<file path="src/rtl/uart_pkg.sv">
// Shared types and helpers for the oversampling UART receiver and its transmitter sibling.
package uart_pkg;

    typedef enum logic [1:0] {
        PAR_NONE = 2'd0,
        PAR_EVEN = 2'd1,
        PAR_ODD  = 2'd2
    } parity_e;

    typedef enum logic [2:0] {
        ST_IDLE,
        ST_START,
        ST_DATA,
        ST_PARITY,
        ST_STOP
    } rx_state_e;

    // Majority samples sit at OVERSAMPLE/2 - MAJ_OFFSET .. OVERSAMPLE/2 + MAJ_OFFSET
    localparam int MAJ_OFFSET = 1;

    function automatic int calc_div(input int clk_khz, input int baud, input int os);
        longint num;
        longint den;
        num = longint'(clk_khz) * 64'sd1000;
        den = longint'(baud) * longint'(os);
        return int'(num / den);
    endfunction

    function automatic logic maj3(input logic a, input logic b, input logic c);
        return (a & b) | (a & c) | (b & c);
    endfunction

endpackage

</file>
<file path="src/rtl/uart_rx_os_if.sv">
// Output word handshake between the UART receiver (master) and its consumer (slave).
interface uart_rx_os_if #(
    parameter int DATA_BITS = 8
);
    logic [DATA_BITS-1:0] data_o;
    logic                 valid_o;
    logic                 ready_i;
    logic                 parity_err_o;
    logic                 frame_err_o;
    logic                 break_o;
    logic                 overrun_o;

    modport master (
        output data_o, valid_o, parity_err_o, frame_err_o, break_o, overrun_o,
        input  ready_i
    );

    modport slave (
        input  data_o, valid_o, parity_err_o, frame_err_o, break_o, overrun_o,
        output ready_i
    );
endinterface

</file>
<file path="src/rtl/uart_baud_tick.sv">
// Oversample tick divider: one-cycle tick every DIV clocks while enabled, held at 0 otherwise.
module uart_baud_tick
    import uart_pkg::*;
#(
    parameter int CLK_KHZ    = 100000,
    parameter int BAUD       = 9600,
    parameter int OVERSAMPLE = 16
) (
    input  logic clk_i,
    input  logic arst_ni,
    input  logic en_i,
    output logic tick_o
);
    localparam int DIV = calc_div(CLK_KHZ, BAUD, OVERSAMPLE);
    localparam int CW  = (DIV > 1) ? $clog2(DIV) : 1;
    localparam logic [CW-1:0] LAST = CW'(DIV - 1);

    generate
        if (DIV < 1) begin : g_bad_div
            $error("uart_baud_tick: clock too slow for BAUD*OVERSAMPLE");
        end
    endgenerate

    logic [CW-1:0] cnt_q;

    always_ff @(posedge clk_i or negedge arst_ni) begin
        if (!arst_ni) begin
            cnt_q <= '0;
        end else if (!en_i || cnt_q == LAST) begin
            cnt_q <= '0;
        end else begin
            cnt_q <= cnt_q + CW'(1);
        end
    end

    assign tick_o = en_i && (cnt_q == LAST);

endmodule

</file>
<file path="src/rtl/uart_rx_os.sv">
// Oversampling UART receiver with 3-sample majority vote, error flags and valid/ready output.
module uart_rx_os
    import uart_pkg::*;
#(
    parameter int CLK_KHZ    = 100000,
    parameter int BAUD       = 9600,
    parameter int OVERSAMPLE = 16,
    parameter int DATA_BITS  = 8,
    parameter int PARITY     = 1,
    parameter int STOP_BITS  = 1
) (
    input  logic clk_i,
    input  logic arst_ni,
    input  logic rx_i,
    output logic busy_o,
    uart_rx_os_if.master rx_if
);
    localparam int CW = $clog2(OVERSAMPLE);
    localparam int BW = $clog2(DATA_BITS);
    localparam parity_e PAR_MODE = parity_e'(PARITY);
    localparam logic [CW-1:0] SAMP_FIRST = CW'(OVERSAMPLE / 2 - MAJ_OFFSET);
    localparam logic [CW-1:0] SAMP_MID   = CW'(OVERSAMPLE / 2);
    localparam logic [CW-1:0] SAMP_LAST  = CW'(OVERSAMPLE / 2 + MAJ_OFFSET);
    localparam logic [CW-1:0] SCNT_MAX   = CW'(OVERSAMPLE - 1);

    generate
        if (OVERSAMPLE < 8 || (OVERSAMPLE % 2) != 0 || DATA_BITS < 5 || DATA_BITS > 9 ||
            PARITY < 0 || PARITY > 2 || STOP_BITS < 1 || STOP_BITS > 2) begin : g_bad_param
            $error("uart_rx_os: illegal parameter combination");
        end
    endgenerate

    logic                 sync1_q, rx_s_q;
    rx_state_e            state_q;
    logic [CW-1:0]        scnt_q;
    logic                 samp_a_q, samp_b_q;
    logic [BW-1:0]        bit_cnt_q;
    logic                 stop_cnt_q;
    logic [DATA_BITS-1:0] shift_q;
    logic                 par_bit_q, ferr_q;

    logic [DATA_BITS-1:0] data_q;
    logic                 valid_q, perr_q, frame_q, brk_q, ovr_q;

    logic tick, decide, bit_val, complete, exp_par, perr_d, ferr_d, brk_d;

    uart_baud_tick #(
        .CLK_KHZ    (CLK_KHZ),
        .BAUD       (BAUD),
        .OVERSAMPLE (OVERSAMPLE)
    ) u_tick (
        .clk_i   (clk_i),
        .arst_ni (arst_ni),
        .en_i    (state_q != ST_IDLE),
        .tick_o  (tick)
    );

    assign decide   = tick && (scnt_q == SAMP_LAST);
    assign bit_val  = maj3(samp_a_q, samp_b_q, rx_s_q);
    assign complete = (state_q == ST_STOP) && decide && (stop_cnt_q == 1'(STOP_BITS - 1));
    assign exp_par  = (PAR_MODE == PAR_ODD) ? ~^shift_q : ^shift_q;
    assign perr_d   = (PAR_MODE != PAR_NONE) && (par_bit_q != exp_par);
    assign ferr_d   = ferr_q | ~bit_val;
    assign brk_d    = ferr_d && (shift_q == '0) && ((PAR_MODE == PAR_NONE) || !par_bit_q);

    always_ff @(posedge clk_i or negedge arst_ni) begin
        if (!arst_ni) begin
            sync1_q    <= 1'b1;
            rx_s_q     <= 1'b1;
            state_q    <= ST_IDLE;
            scnt_q     <= '0;
            samp_a_q   <= 1'b1;
            samp_b_q   <= 1'b1;
            bit_cnt_q  <= '0;
            stop_cnt_q <= 1'b0;
            shift_q    <= '0;
            par_bit_q  <= 1'b0;
            ferr_q     <= 1'b0;
        end else begin
            sync1_q <= rx_i;
            rx_s_q  <= sync1_q;
            if (state_q == ST_IDLE) begin
                scnt_q <= '0;
            end else if (tick) begin
                scnt_q <= (scnt_q == SCNT_MAX) ? '0 : scnt_q + CW'(1);
            end
            if (tick && scnt_q == SAMP_FIRST) samp_a_q <= rx_s_q;
            if (tick && scnt_q == SAMP_MID)   samp_b_q <= rx_s_q;
            case (state_q)
                ST_IDLE: begin
                    bit_cnt_q  <= '0;
                    stop_cnt_q <= 1'b0;
                    ferr_q     <= 1'b0;
                    if (!rx_s_q) state_q <= ST_START;
                end
                ST_START: if (decide) begin
                    // A start bit that votes high was noise: drop silently
                    state_q <= bit_val ? ST_IDLE : ST_DATA;
                end
                ST_DATA: if (decide) begin
                    shift_q <= {bit_val, shift_q[DATA_BITS-1:1]};
                    if (bit_cnt_q == BW'(DATA_BITS - 1)) begin
                        state_q <= (PAR_MODE != PAR_NONE) ? ST_PARITY : ST_STOP;
                    end else begin
                        bit_cnt_q <= bit_cnt_q + BW'(1);
                    end
                end
                ST_PARITY: if (decide) begin
                    par_bit_q <= bit_val;
                    state_q   <= ST_STOP;
                end
                ST_STOP: if (decide) begin
                    ferr_q <= ferr_d;
                    // Leave at the last stop vote so the next start edge is caught early
                    if (complete) state_q <= ST_IDLE;
                    else          stop_cnt_q <= 1'b1;
                end
                default: state_q <= ST_IDLE;
            endcase
        end
    end

    always_ff @(posedge clk_i or negedge arst_ni) begin
        if (!arst_ni) begin
            data_q  <= '0;
            valid_q <= 1'b0;
            perr_q  <= 1'b0;
            frame_q <= 1'b0;
            brk_q   <= 1'b0;
            ovr_q   <= 1'b0;
        end else begin
            ovr_q <= 1'b0;
            if (complete) begin
                if (!valid_q || rx_if.ready_i) begin
                    data_q  <= shift_q;
                    perr_q  <= perr_d;
                    frame_q <= ferr_d;
                    brk_q   <= brk_d;
                    valid_q <= 1'b1;
                end else begin
                    ovr_q <= 1'b1;
                end
            end else if (valid_q && rx_if.ready_i) begin
                valid_q <= 1'b0;
            end
        end
    end

    assign rx_if.data_o       = data_q;
    assign rx_if.valid_o      = valid_q;
    assign rx_if.parity_err_o = perr_q;
    assign rx_if.frame_err_o  = frame_q;
    assign rx_if.break_o      = brk_q;
    assign rx_if.overrun_o    = ovr_q;
    assign busy_o             = (state_q != ST_IDLE);

endmodule

</file>
<file path="src/flat_wrapper.sv">
// flat-port wrapper written by rule: the top's interface ports become plain ports
module uart_rx_os_flat import uart_pkg::*;
#(
    parameter int CLK_KHZ    = 100000,
    parameter int BAUD       = 9600,
    parameter int OVERSAMPLE = 16,
    parameter int DATA_BITS  = 8,
    parameter int PARITY     = 1,
    parameter int STOP_BITS  = 1
)
  (clk_i, arst_ni, rx_i, busy_o, rx_if_data_o, rx_if_valid_o, rx_if_parity_err_o, rx_if_frame_err_o, rx_if_break_o, rx_if_overrun_o, rx_if_ready_i);
  uart_rx_os_if #(.DATA_BITS(DATA_BITS)) rx_if_i ();
  input  logic clk_i;
  input  logic arst_ni;
  input  logic rx_i;
  output logic busy_o;
  output wire logic [$bits(rx_if_i.data_o)-1:0] rx_if_data_o;
  output wire logic [$bits(rx_if_i.valid_o)-1:0] rx_if_valid_o;
  output wire logic [$bits(rx_if_i.parity_err_o)-1:0] rx_if_parity_err_o;
  output wire logic [$bits(rx_if_i.frame_err_o)-1:0] rx_if_frame_err_o;
  output wire logic [$bits(rx_if_i.break_o)-1:0] rx_if_break_o;
  output wire logic [$bits(rx_if_i.overrun_o)-1:0] rx_if_overrun_o;
  input wire logic [$bits(rx_if_i.ready_i)-1:0] rx_if_ready_i;
  assign rx_if_data_o = rx_if_i.data_o;
  assign rx_if_valid_o = rx_if_i.valid_o;
  assign rx_if_parity_err_o = rx_if_i.parity_err_o;
  assign rx_if_frame_err_o = rx_if_i.frame_err_o;
  assign rx_if_break_o = rx_if_i.break_o;
  assign rx_if_overrun_o = rx_if_i.overrun_o;
  assign rx_if_i.ready_i = rx_if_ready_i;
  uart_rx_os #(.CLK_KHZ(CLK_KHZ), .BAUD(BAUD), .OVERSAMPLE(OVERSAMPLE), .DATA_BITS(DATA_BITS), .PARITY(PARITY), .STOP_BITS(STOP_BITS)) u_core (.clk_i(clk_i), .arst_ni(arst_ni), .rx_i(rx_i), .busy_o(busy_o), .rx_if(rx_if_i));
endmodule
</file>
<file path="config.mk">
export PLATFORM = sky130hd
export DESIGN_NAME = uart_rx_os_flat
export DESIGN_NICKNAME = d
export VERILOG_FILES = /design/src/rtl/uart_pkg.sv /design/src/rtl/uart_rx_os_if.sv /design/src/rtl/uart_baud_tick.sv /design/src/rtl/uart_rx_os.sv /design/src/flat_wrapper.sv
export SDC_FILE = /design/constraint.sdc
export NUM_CORES = 1
export LEC_CHECK = 0
export CAP_MARGIN = 5
export CORE_MARGIN = 5
export CORE_UTILIZATION = 50
export DETAILED_ROUTE_END_ITERATION = 8
export GPL_TIMING_DRIVEN = 0
export PLACE_DENSITY = 0.74
export REMOVE_ABC_BUFFERS = 1
export SETUP_SLACK_MARGIN = 0.3
export SYNTH_ARGS = -nofsm -noshare
export SYNTH_HDL_FRONTEND = slang
export SYNTH_SLANG_ARGS = --single-unit
</file>
<file path="constraint.sdc">
create_clock -name clk_i -period 2.8 [get_ports clk_i]
set_input_delay 0.56 -clock clk_i [delete_from_list [all_inputs] [get_ports clk_i]]
set_output_delay 0.56 -clock clk_i [all_outputs]
set_load 0.01 [all_outputs]
</file>
Word level (Yosys, flattened, before mapping)
Index checks and enable logic that the tools add are counted.
{"block": "op_classes", "n_addsub": 3, "eq_ne": 21, "muxes": 26, "bitwise_logic": 8, "n_reduce_logical": 30}
{"op": "two-way mux 3 bit", "n": 9}
{"op": "case mux 3 bit (5 select lines)", "n": 1}
{"op": "equality test 4 bit, second input constant", "n": 3}
{"op": "two-way mux 4 bit", "n": 3}
{"op": "inequality test 2 x 1 -> 1 bit, second input constant", "n": 6}
{"op": "adder 10 x 1 -> 10 bit, second input constant", "n": 1}
{"op": "equality test 10 bit, second input constant", "n": 1}
{"op": "two-way mux 10 bit", "n": 1}
{"op": "AND reduction 2 bit", "n": 5}
{"op": "logical AND 1 bit", "n": 9}
{"op": "logical NOT 8 bit", "n": 1}
{"op": "two-way mux 1 bit", "n": 8}
{"op": "inequality test 2 bit, second input constant", "n": 4}
{"op": "nonzero test 2 bit", "n": 4}
{"op": "XOR reduction 8 bit", "n": 1}
{"op": "AND reduction 7 bit", "n": 1}
{"op": "equality test 3 x 2 -> 1 bit, second input constant", "n": 2}
{"op": "equality test 3 bit, second input constant", "n": 2}
{"op": "case mux 3 bit (2 select lines)", "n": 1}
{"op": "AND reduction 3 bit", "n": 2}
{"op": "adder 4 x 1 -> 4 bit, second input constant", "n": 1}
{"op": "equality test 4 x 3 -> 1 bit, second input constant", "n": 1}
{"op": "case mux 1 bit (2 select lines)", "n": 2}
{"op": "adder 3 x 1 -> 3 bit, second input constant", "n": 1}
{"op": "other kinds (10)", "n": 18}
{"block": "word_totals", "register_bits": 48, "output_inout_bits": 14, "elab_cells": 106}

Longest topological paths before layout
Gate-level depths: netlist of run 1.
{"block": "logic_depth", "depth_word": 8, "mapped_depth": 8}

Hierarchy
A second synthesis of run 1 with hierarchy kept.
{"block": "hier_totals", "cells_unflattened": 199, "area_unflattened_um2": 2326.0}
{"module": "uart_rx_os", "instances": 1, "cells_per_inst": 149, "area_per_inst_um2": 1821.7}
{"module": "uart_baud_tick", "instances": 1, "cells_per_inst": 50, "area_per_inst_um2": 504.2}

Worst setup path before layout of run 1
OpenSTA, ideal clock, no wires.
{"block": "synth_path", "path_kind": "reg-to-reg", "start": "reg u_core.u_tick.cnt_q[0]", "end": "reg u_core.brk_q (netlist: u_core.rx_if.break_o)", "setup_time_ps": 125, "arrival_time_ps": 1868, "path_slack_ps": 808, "path_stages_with_launch": 9, "period_less_slack_ps": 1992, "cell_sequence": "dfrtp_1 -> inv_1 -> ha_1 -> and4b_1 -> buf_2 -> nand4_4 -> nor4b_4 -> buf_4 -> mux2_2"}
{"block": "synth_between", "elab_chain_len": 6}
{"element": "start: declaration", "line": "uart_baud_tick.sv:24", "rtl": "logic [CW-1:0] cnt_q;"}
{"element": "start signal: assignment", "line": "uart_baud_tick.sv:32", "rtl": "cnt_q <= cnt_q + CW'(1);"}
{"element": "equality test 10 bit", "line": "uart_baud_tick.sv:36", "rtl": "assign tick_o = en_i && (cnt_q == LAST);"}
{"element": "logical AND 1 bit", "line": "uart_baud_tick.sv:36"}
{"element": "logical AND 1 bit", "line": "uart_rx_os.sv:58", "rtl": "assign decide = tick && (scnt_q == SAMP_LAST);"}
{"element": "logical AND 1 bit (2 in series)", "line": "uart_rx_os.sv:60", "rtl": "assign complete = (state_q == ST_STOP) && decide && (stop_cnt_q == 1'(STOP_BITS - 1));"}
{"element": "AND reduction 2 bit (no line)"}
{"element": "end signal: assignment", "line": "uart_rx_os.sv:138", "rtl": "brk_q <= brk_d;"}
{"element": "end: declaration", "line": "uart_rx_os.sv:43", "rtl": "logic valid_q, perr_q, frame_q, brk_q, ovr_q;"}
Every way passes these cells.
A chain may end at the register's enable or synchronous reset.

Worst setup path in the final report of run 1
{"block": "layout_path", "start": "reg u_core.state_q[1]", "end": "out busy_o"}
{"block": "layout_between", "elab_chain_len": 1}
{"element": "start: declaration", "line": "uart_rx_os.sv:34", "rtl": "rx_state_e state_q;"}
{"element": "start signal: assignment", "line": "uart_rx_os.sv:98", "rtl": "state_q <= bit_val ? ST_IDLE : ST_DATA;"}
{"element": "start signal: assignment", "line": "uart_rx_os.sv:103", "rtl": "state_q <= (PAR_MODE != PAR_NONE) ? ST_PARITY : ST_STOP;"}
{"element": "nonzero test 3 bit", "line": "uart_rx_os.sv:155", "rtl": "assign busy_o = (state_q != ST_IDLE);"}
{"element": "end: declaration", "line": "flat_wrapper.sv:16", "rtl": "output logic busy_o;"}
Every way passes these cells.

==> metrics.md, run 1 <==
| Metric | Value |
|---|---|
| Run status | `finished clean` |
| Layout Nets | `233` |
| Final hold slack | `0.170 ns` |
| Initial drt markers | `52` |
| # rows | `24` |
| Setup WS pre-CTS | `0.351 ns` |
| Sequential share of power | `61.1%` |
| M1 WL | `1750 um` |
| Main synth FF type | `dfrtp_1` |
| Met2 routed WL | `1640 um` |
| R2R Path End | `u_core.rx_if.data_o[0]` |
| Die width | `77.7 um` |
| Largest net degree at the start of global routing | `33` |
| Tmin final | `2.25 ns` |
| Clock Sinks | `48` |
| Final-report hold violation count | `0` |
| CP startpoint kind | `flip-flop` |
| DR vias/cell | `5.37` |
| CP Data Required Time | `2.24 ns` |
| Yosys reg bits | `48` |
| Final Wtd Congestion | `0.811` |
| Clk_skew | `0.0116 ns` |
| Final WS setup | `0.549 ns` |
| Clock Path Buffers | `2` |
| Buffers on Ports | `17` |
| Internal power | `0.903 mW` |
| Vias in the first global route | `1417` |
| IR Drop Worst-Case VDD | `0.000199 V` |
| Most common cell in the synthesized netlist | `dfrtp_1` |
| Number of flops mapped to enable cells by yosys | `0` |
| Post-synth cell types | `42` |
| Die ar. | `6040 um2` |
| Detail Route met3 WL | `142 um` |
| Core ar. | `4410 um2` |
| R2r startpoint | `u_core.u_tick.cnt_q[0]` |
| Area leader, netlist | `dfrtp_1` |
| Unrepaired setup endpoints after global routing | `no` |
| Initial antenna violation count | `0` |
| DRT Wirelength | `3590 um` |
| Total Routing Usage GR | `13.5%` |
| Pre-antenna DRT Iters | `4` |
| LEAKAGE | `1.18 nW` |
| Worst EP arrival | `1.69 ns` |
| R2R depth | `7` |
| Slew HR | `65.8%` |
| # setup viols final | `0` |
| Combinational share of power | `1.8%` |
| First-pass GRT wire length | `6640 um` |
| Initial Util | `52.0%` |
| Worst Path Max Fanout | `7` |
| Clock Pin Slew Worst Setup and Hold Paths | `0.09 ns` |
| WL/cell | `13.2 um` |
| Synth top area cells | `dfrtp_1 (48%), mux2_2 (6.9%), ha_1 (6.0%)` |
| Period Utilization, post-route | `80.4%` |
| Post-Route Utilization | `60.2%` |
| Syn Area/Cell | `11.8 um2` |
| Max layer used | `met4` |
| Top Ports | `18` |
| Total power | `1.14 mW` |
| Inst Count DP | `261` |
| CP endpoint kind | `output pin` |
| Total CTS buffers | `5` |
| Worst min path class | `input pin to async pin` |
| Final Max Tran Viols | `0` |
| Fin cells | `271` |
| H-tree depth | `2` |
| Slew @ Worst Pin | `0.512 ns` |
| Clk network pwr share | `37.1%` |
| CTS tree | `done` |
| Clock root buffer | `clkbuf_8` |
| Flop-to-flop setup slack | `0.61 ns` |
| Via Count | `1454` |
| Area Overhead vs Synth | `15.8%` |
| P per Cell Area | `429 nW/um2` |
| Mapped Area | `2290 um2` |
| HPWL after DPL | `2610 um` |
| Fraction of layout cells with a size suffix above 1 | `16.9%` |
| Post-synthesis sequential area ratio | `52.6%` |
| Clock latency on the worst-skew pair | `0.30 ns` |
| Most common library cells after synthesis | `dfrtp_1 (44), nor2_1 (19), inv_1 (14), mux2_2 (14), nand2_1 (12)` |
| Switching Share | `20.8%` |
| Ys async rst share | `100%` |
| Crit path kind | `flip-flop to output pin` |
| Ys Warns | `0` |
| # fillers | `365` |
| Ant. Diodes | `0` |
| Drt drc | `0` |
| Maximum clock frequency | `444 MHz` |
| Share of Yosys cell area claimed by the top area cell type | `48.0%` |
| MaxCap Viol Count | `0` |
| Post-synthesis instance total | `194` |
| Die height | `77.7 um` |
| NetSw | `0.237 mW` |
| DRT antenna net count | `0` |
| Total grt overflow | `0` |
==> what timing repair did <==
action                                  CTS  global route
setup buffers                             0             2
pin swaps                                 0             2
hold buffers                              0             0
endpoints found under the setup margin    1            12
gates resized for setup                   2             0
==> worst max-delay path, stage by stage (launching register included) <==
cell and delay (ns):
dfrtp_1 0.46, nor3_4 0.27, clkinv_2 0.16, clkdlybuf4s50_1 0.50
==> power groups by stage <==
stage | Clock (mW) | Sequential (mW) | Combinational [mW]
2_1_floorplan | 0 | 0.710 | 0.000939
3_3_place_gp | 0 | 0.710 | 0.0185
3_5_place_dp | 0 | 0.710 | 0.0214
4_1_cts | 0.443 | 0.696 | 0.0215
5_1_grt | 0.470 | 0.697 | 0.0240
6_report | 0.423 | 0.696 | 0.0200
==> metrics by stage <==
step                cell area, um2  setup TNS [ns]
floorplan                     2280               0
global placement              2510           -5.80
detailed placement            2530               0
CTS                           2630               0
global route                  2660               0
finish                        2660               0
==> area by class of cell <==
cell class                      instances  area [um2]  area share [%]
Sequential cell                        48        1210            45.4
Tap cell                               52        65.1            2.45
Multi-Input combinational cell        128        1020            38.5
Inverter                               15        57.6            2.17
Clock inverter                          1        7.51           0.282
Timing Repair Buffer                   20         213            8.00
Clock buffer                            7        86.3            3.25
==> logic make-up after synthesis <==
| logic type | after synthesis | synth area share, % |
|---|---|---|
| simple gates | 66 | 17.5 |
| compound gates | 11 | 3.05 |
| buf+inv | 18 | 3.16 |
| fa+ha+maj | 12 | 6.43 |
| xor+xnor | 13 | 4.96 |
| flops | 48 | 52.6 |
| mux | 26 | 12.3 |
==> registers in the layout, summed over array words and instances, names as in the netlist <==
register and count:
u_core.shift_q 8, u_core.par_bit_q 1, u_core.u_tick.cnt_q 10, u_core.state_q 3, u_core.rx_if.frame_err_o 1, u_core.stop_cnt_q 1
u_core.samp_b_q 1, u_core.bit_cnt_q 3, u_core.rx_s_q 1, u_core.rx_if.overrun_o 1, u_core.rx_if.data_o 8, u_core.samp_a_q 1
u_core.scnt_q 4, u_core.rx_if.break_o 1, u_core.sync1_q 1, u_core.rx_if.valid_o 1, u_core.rx_if.parity_err_o 1, u_core.ferr_q 1
==> placed cells by master, fill, tap and decap left out, types with 3 or more instances in the layout <==
| cell | n |
|---|---|
| nand2b_1 | 3 |
| clkbuf_8 | 6 |
| inv_1 | 14 |
| mux2_2 | 14 |
| ha_1 | 11 |
| xnor2_1 | 10 |
| dfstp_2 | 4 |
| nand4_1 | 3 |
| a21oi_1 | 3 |
| nor2_1 | 19 |
| dfrtp_1 | 44 |
| nand3_1 | 5 |
| clkdlybuf4s50_1 | 16 |
| mux2i_1 | 11 |
| nand2_1 | 12 |
| nor3_1 | 7 |
| xor2_1 | 3 |
==> how the worst max path moves through the flow <==
stage | start | to
2_1_floorplan | u_core.u_tick.cnt_q[0] | u_core.rx_if.break_o
3_3_place_gp | arst_ni | u_core.scnt_q[3]
3_5_place_dp | u_core.u_tick.cnt_q[0] | u_core.rx_if.data_o[0]
4_1_cts | u_core.u_tick.cnt_q[0] | u_core.rx_if.data_o[0]
5_1_grt | u_core.state_q[1] | busy_o
6_report | u_core.state_q[1] | busy_o
==> layer usage <==
metal	global-route usage, %	vias up
met5	0	-
met4	4.64	0
met3	3.94	6
met2	21.0	20
met1	17.9	707
li1	-	721
(Power assumes the default switching activity.)
==> run 2, diff against run 1 <==
--- a/config.mk
+++ b/config.mk
@@ -10,7 +10,7 @@
 export CORE_UTILIZATION = 50
 export DETAILED_ROUTE_END_ITERATION = 8
 export GPL_TIMING_DRIVEN = 0
-export PLACE_DENSITY = 0.74
+export PLACE_DENSITY = 0.77
 export REMOVE_ABC_BUFFERS = 1
 export SETUP_SLACK_MARGIN = 0.3
 export SYNTH_ARGS = -nofsm -noshare
==> constraint.sdc (replaced) <==
create_clock -name clk_i -period 1.9 [get_ports clk_i]
set_input_delay 0.38 -clock clk_i [delete_from_list [all_inputs] [get_ports clk_i]]
set_output_delay 0.38 -clock clk_i [all_outputs]
set_load 0.01 [all_outputs]
==> run 2 against run 1 <==
  * The flow now finishes with violations (setup timing)
  * First-iteration DRC count up 38%
  * Final area up 11%
  * Register-to-register slack worse by 0.67 ns
  * Routed wire length up 23%
==> metrics.md, run 2 (same netlist as run 1, synthesis figures left out) <==
| Metric | Value |
|---|---|
| # rows | `24 (unchanged)` |
| Detail Route met3 WL | `173 um (was 142 um)` |
| Fraction of layout cells with a size suffix above 1 | `28.4% (was 16.9%)` |
| IR Drop Worst-Case VDD | `0.000524 V (was 0.000199 V)` |
| Crit path kind | `flip-flop to flip-flop (was flip-flop to output pin)` |
| Via Count | `1570 (was 1454)` |
| Final WS setup | `-0.0577 ns (was 0.549 ns)` |
| # fillers | `328 (was 365)` |
| Most frequent cells in the layout | `dfrtp_1 (42), nor2_1 (17), inv_1 (13), mux2_4 (12) (was dfrtp_1 (44), nor2_1 (19), clkdlybuf4s50_1 (16), inv_1 (14), mux2_2 (14))` |
| Buffers on Ports | `17 (unchanged)` |
| Max layer used | `met4 (unchanged)` |
| R2r startpoint | `u_core.u_tick.cnt_q[6] (was u_core.u_tick.cnt_q[0])` |
| LEAKAGE | `1.45 nW (was 1.18 nW)` |
| Total CTS buffers | `5 (unchanged)` |
| CP startpoint kind | `flip-flop (unchanged)` |
| Die width | `77.7 um (unchanged)` |
| First-pass GRT wire length | `7310 um (was 6640 um)` |
| Top Ports | `18 (unchanged)` |
| Maximum clock frequency | `511 MHz` |
| DRT Wirelength | `4400 um (was 3590 um)` |
| Clock Pin Slew Worst Setup and Hold Paths | `0.09 ns (about the same)` |
| Worst Path Max Fanout | `7 (unchanged)` |
| Unrepaired setup endpoints after global routing | `yes (was no)` |
| Ant. Diodes | `0 (unchanged)` |
| DRT antenna net count | `0 (unchanged)` |
| Slew HR | `64.2% (was 65.8%)` |
| Final Wtd Congestion | `0.830 (was 0.811)` |
| Initial Util | `52.0% (unchanged)` |
| Core ar. | `4410 um2 (unchanged)` |
| WL/cell | `15.5 um (was 13.2 um)` |
| Largest Register | `u_core.u_tick.cnt_q (unchanged)` |
| Failing checks | `setup timing` |
| Critical path origin | `u_core.u_tick.cnt_q[6] (was u_core.state_q[1])` |
| CP endpoint kind | `flip-flop (was output pin)` |
| Clock Sinks | `48 (unchanged)` |
| Clk_skew | `0.00821 ns (was 0.0116 ns)` |
| Run status | `complete, but fails checks (was finished clean)` |
| Clock latency on the worst-skew pair | `0.30 ns (about the same)` |
| Clock Path Buffers | `2 (unchanged)` |
| Design area | `2960 um2 (was 2660 um2)` |
| Final Max Tran Viols | `0 (unchanged)` |
| Total grt overflow | `0 (unchanged)` |
| HPWL after DPL | `2780 um (was 2610 um)` |
| Drt drc | `0 (unchanged)` |
| Initial drt markers | `72 (was 52)` |
| Area Overhead vs Synth | `29.0% (was 15.8%)` |
| Period Utilization, post-route | `103%` |
| Total Routing Usage GR | `15.0% (was 13.5%)` |
| Worst EP arrival | `2.15 ns (was 1.69 ns)` |
| Initial antenna violation count | `0 (unchanged)` |
| Worst min path class | `input pin to async pin (unchanged)` |
| MaxCap Viol Count | `0 (unchanged)` |
| Die ar. | `6040 um2 (unchanged)` |
| Commonest non-fill, non-tap cell in the layout | `dfrtp_1 (unchanged)` |
| CTS Hold Bufs | `0 (unchanged)` |
| Vias in the first global route | `1556 (was 1417)` |
| DR vias/cell | `5.53 (was 5.37)` |
| Die height | `77.7 um (unchanged)` |
| Pre-antenna DRT Iters | `4 (unchanged)` |
| CTS tree | `done (unchanged)` |
| Final-report hold violation count | `0 (unchanged)` |
| Slew @ Worst Pin | `0.537 ns (was 0.512 ns)` |
| Met2 routed WL | `2280 um (was 1640 um)` |
| CP Data Required Time | `2.09 ns (was 2.24 ns)` |
| Layout Nets | `246 (was 233)` |
| Setup WS pre-CTS | `-0.560 ns (was 0.351 ns)` |
| # setup viols final | `12 (was 0)` |
| M1 WL | `1880 um (was 1750 um)` |
| P per Cell Area | `691 nW/um2 (was 429 nW/um2)` |
| Largest net degree at the start of global routing | `27 (was 33)` |
| Max reg flops | `10 (unchanged)` |
| H-tree depth | `2 (unchanged)` |
| Tmin final | `1.96 ns` |
| Area post-placement | `2530 um2 (unchanged)` |
| Clock root buffer | `clkbuf_8 (unchanged)` |
[run 2: cell types whose count changed in the layout (fill, tap and decap cells not counted), sizes merged]
| cell | delta |
|---|---|
| buf | +13 |
| clkdlybuf4s50 | -11 |
| dlymetal6s2s | +8 |
| bufinv | +3 |
| clkbuf | -2 |
| dlygate4sd2 | +2 |
| clkinv | -1 |
| clkinvlp | -1 |
| inv | +1 |
| nand2 | +1 |
[run 2: through the flow]
| stage | TNS, ns | power, mW | std cells | util [%] | hold slack [ns] |
|---|---|---|---|---|---|
| floorplan | -2.56 | 1.05 | 191 | - | 0.0844 |
| global placement | -45.90 | 1.07 | 260 | 56.9 | 0.346 |
| detailed placement | -7.97 | 1.08 | 261 | 57.3 | 0.349 |
| CTS | -0.372 | 2.06 | 280 | 64.5 | 0.0642 |
| global route | -1.90 | 2.11 | 284 | 67.0 | 0.0893 |
| finish | -0.524 | 2.04 | 284 | 67.0 | 0.0474 |
[run 2: metal layers]
layer | global-route usage [%] | vias to the layer above
li1 | - | 743
met1 | 18.1 | 793
met2 | 25.5 | 28
met3 | 3.70 | 6
met4 | 6.19 | 0
met5 | 0 | -
[run 2: final cells by class]
cell class,count,area (um2),share of cell area [%]
multi-input cells,129,1130,38.4
flip-flops and latches,48,1210,40.8
clock inverters,3,90.1,3.04
inverters,15,58.8,1.99
repair buffers,32,333,11.2
clock buffers,5,68.8,2.33
well taps,52,65.1,2.20
[run 2: path summary, 6_finish.rpt]
kind	endpoint	slack, ns	cells past startpoint
hold / removal	u_core.rx_if.data_o[4]	0.05	1
max in group asynchronous	u_core.sync1_q	1.25	2
setup reg to reg	u_core.rx_if.data_o[2]	-0.06	5
setup / recovery	u_core.rx_if.data_o[2]	-0.06	5
min in group clk_i	u_core.rx_s_q	0.36	0
hold reg to reg	u_core.rx_s_q	0.36	0
[run 2: worst max-delay path, stage by stage, from the launching register on]
cell and delay (ns):
dfrtp_1 0.45, nor3b_4 0.38, nand4_4 0.18, nor4b_4 0.33
buf_6 0.20, mux2_4 0.31
[run 2: repair_timing]
item / 4_1_cts / 5_1_grt
buffers inserted: 11 / 3
pin swaps: 3 / 6
resized for setup: 26 / 24
cloned: 0 / 1
setup endpoints to repair: 45 / 52
[run 2: where the power goes]
group	switching [mW]	internal, mW
combinational	0.0203	0.00931
clock	0.331	0.657
sequential	0.00150	1.02
total	0.353	1.69
==> run 3, diff against run 2 <==
--- a/config.mk
+++ b/config.mk
@@ -8,10 +8,10 @@
 export CAP_MARGIN = 5
 export CORE_MARGIN = 5
 export CORE_UTILIZATION = 50
+export CTS_BUF_LIST = sky130_fd_sc_hd__clkbuf_2
 export DETAILED_ROUTE_END_ITERATION = 8
 export GPL_TIMING_DRIVEN = 0
 export PLACE_DENSITY = 0.77
-export REMOVE_ABC_BUFFERS = 1
 export SETUP_SLACK_MARGIN = 0.3
 export SYNTH_ARGS = -nofsm -noshare
 export SYNTH_HDL_FRONTEND = slang
==> run 3 against run 2 <==
  * The run still ends with setup timing left
  * Die area did not move
  * Final area grew 0.42%
  * First-iteration DRC count shrank 2.8%
  * Clock power fell by 59%
  * Via count is 1.0% higher
  * Global-route usage grew 0.19 points
  * Sequential power is essentially flat
  * Total power down 28%
  * Utilization increased by 0.28 points
==> metrics.md, run 3 (same netlist as run 1, synthesis figures left out) <==
| Metric | Value |
|---|---|
| First-pass GRT wire length | `7410 um (was 7310 um)` |
| Crit path kind | `flip-flop to flip-flop (unchanged)` |
| WHS Path Cells | `1` |
| Commonest non-fill, non-tap cell in the layout | `dfrtp_1 (unchanged)` |
| WL/cell | `14.8 um (was 15.5 um)` |
| Vias in the first global route | `1626 (was 1556)` |
| Design area | `2970 um2 (was 2960 um2)` |
| Fraction of layout cells with a size suffix above 1 | `31.5% (was 28.4%)` |
| Worst EP arrival | `2.36 ns (was 2.15 ns)` |
| Ant. Diodes | `0 (unchanged)` |
| Clock Sinks | `48 (unchanged)` |
| Slew HR | `62.8% (was 64.2%)` |
| Clock latency on the worst-skew pair | `0.42 ns (was 0.30 ns)` |
| Synthesized Nets | `209` |
| Failing checks | `setup timing (unchanged)` |
| Max reg flops | `10 (unchanged)` |
| IR Drop Worst-Case VDD | `0.000336 V (was 0.000524 V)` |
| Total CTS buffers | `5 (unchanged)` |
| Initial drt markers | `70 (was 72)` |
| H-tree depth | `2 (unchanged)` |
| Pre-antenna DRT Iters | `4 (unchanged)` |
| Period Utilization, post-route | `107% (was 103%)` |
| Worst Path Max Fanout | `5 (was 7)` |
| P per Cell Area | `495 nW/um2 (was 691 nW/um2)` |
| CP Data Required Time | `2.22 ns (was 2.09 ns)` |
| DRT Wirelength | `4440 um (was 4400 um)` |
| Worst min path class | `input pin to flip-flop (was input pin to async pin)` |
| Total grt overflow | `0 (unchanged)` |
| Initial antenna violation count | `0 (unchanged)` |
| LEAKAGE | `1.38 nW (was 1.45 nW)` |
| Final Wtd Congestion | `0.803 (was 0.830)` |
| Largest net degree at the start of global routing | `26 (was 27)` |
| Unrepaired setup endpoints after global routing | `yes (unchanged)` |
| Die height | `77.7 um (unchanged)` |
| Final Max Tran Viols | `0 (unchanged)` |
| DR vias/cell | `5.29 (was 5.53)` |
| Post-Route Utilization | `67.3% (was 67.0%)` |
| Tmin final | `2.03 ns (was 1.96 ns)` |
| Clk_skew | `0.0145 ns (was 0.00821 ns)` |
| Slew @ Worst Pin | `0.558 ns (was 0.537 ns)` |
| Clock Path Buffers | `2 (unchanged)` |
| HPWL after DPL | `2690 um (was 2780 um)` |
| Layout Nets | `262 (was 246)` |
| Die width | `77.7 um (unchanged)` |
| Largest Register | `u_core.u_tick.cnt_q (unchanged)` |
| Drt drc | `0 (unchanged)` |
| Run status | `complete, but fails checks (unchanged)` |
| Clock Pin Slew Worst Setup and Hold Paths | `0.22 ns (was 0.09 ns)` |
| Most frequent cells in the layout | `dfrtp_1 (43), nor2_1 (18), buf_4 (16), buf_6 (15) (was dfrtp_1 (42), nor2_1 (17), inv_1 (13), mux2_4 (12))` |
| R2R depth | `8 (was 5)` |
| Inst Count DP | `264 (was 261)` |
| CP startpoint kind | `flip-flop (unchanged)` |
| DRT antenna net count | `0 (unchanged)` |
| Maximum clock frequency | `492 MHz (was 511 MHz)` |
| Area post-placement | `2550 um2 (was 2530 um2)` |
| Top Ports | `18 (unchanged)` |
| Area Overhead vs Synth | `29.5% (was 29.0%)` |
| Setup tns final | `-1.90 ns (was -0.524 ns)` |
| Die ar. | `6040 um2 (unchanged)` |
| Final WS setup | `-0.134 ns (was -0.0577 ns)` |
| # setup viols final | `21 (was 12)` |
| Total Routing Usage GR | `15.2% (was 15.0%)` |
| Setup WS pre-CTS | `-0.265 ns (was -0.560 ns)` |
| Via Count | `1586 (was 1570)` |
| Clock root buffer | `clkbuf_2 (was clkbuf_8)` |
| Initial Util | `52.0% (unchanged)` |
| Fin cells | `300 (was 284)` |
| Final-report hold violation count | `0 (unchanged)` |
| Buffers on Ports | `17 (unchanged)` |
| CTS tree | `done (unchanged)` |
| # rows | `24 (unchanged)` |
| MaxCap Viol Count | `0 (unchanged)` |
| Core ar. | `4410 um2 (unchanged)` |
| CP endpoint kind | `flip-flop (unchanged)` |
==> run 3: cell type report <==
| cell class | count | area, um2 |
|---|---|---|
| plain buffers | 3 | 33.8 |
| clock buffers | 7 | 35.0 |
| clock inverters | 1 | 3.75 |
| fillers | 344 | 1440 |
| inverters | 15 | 58.8 |
| multi-input cells | 128 | 1140 |
| flip-flops and latches | 48 | 1210 |
| well taps | 52 | 65.1 |
| repair buffers | 46 | 432 |
==> run 3: timing repair <==
action | in CTS | in global routing
gates resized for setup | 43 | 29
endpoints found under the setup margin | 55 | 52
cloned | 1 | 0
hold buffers | 1 | 0
pin swaps | 5 | 8
buffers inserted | 17 | 9
hold endpoints to repair | 23 | 0
==> run 3: final timing paths <==
check | start | endpoint | slack (ns)
max | u_core.u_tick.cnt_q[0] | u_core.rx_if.data_o[3] | -0.13
min | rx_i | u_core.sync1_q | 0.33
max reg2reg | u_core.u_tick.cnt_q[0] | u_core.rx_if.data_o[3] | -0.13
min reg2reg | u_core.sync1_q | u_core.rx_s_q | 0.37
max in group asynchronous | arst_ni | u_core.rx_s_q | 0.85
min in group asynchronous | arst_ni | u_core.rx_if.data_o[1] | 0.44
==> run 3: layer usage <==
layer	GRT usage, %	up-vias	routed length (um)	share of wire (%)
met5	0	-	0	0
met1	18.4	781	1900	43
met3	4.98	5	177	4.0
met2	25.7	24	2300	52
li1	-	776	-	-
met4	4.30	0	55	1.2
==> run 3: report_power, final <==
| part | total (mW) | switching (mW) | internal [mW] |
|---|---|---|---|
| registers | 1.03 | 0.00137 | 1.03 |
| logic | 0.0320 | 0.0213 | 0.0106 |
| clock network | 0.410 | 0.311 | 0.0985 |
==> run 3: stage by stage <==
| step | total power, mW | hold WS, ns |
|---|---|---|
| finish | 1.47 | 0.331 |
| global route | 1.54 | 0.260 |
| CTS | 1.49 | 0.311 |
| detailed placement | 1.08 | 0.347 |
| global placement | 1.07 | 0.345 |
| floorplan | 1.05 | 0.0844 |
==> run 3: critical path: stages, from the launching register on <==
cell and delay, ns:
dfrtp_1 0.43, inv_1 0.06, ha_2 0.15, and4b_1 0.19
buf_6 0.11, nand4_4 0.15, nor4b_4 0.36, buf_6 0.20
mux2_4 0.30
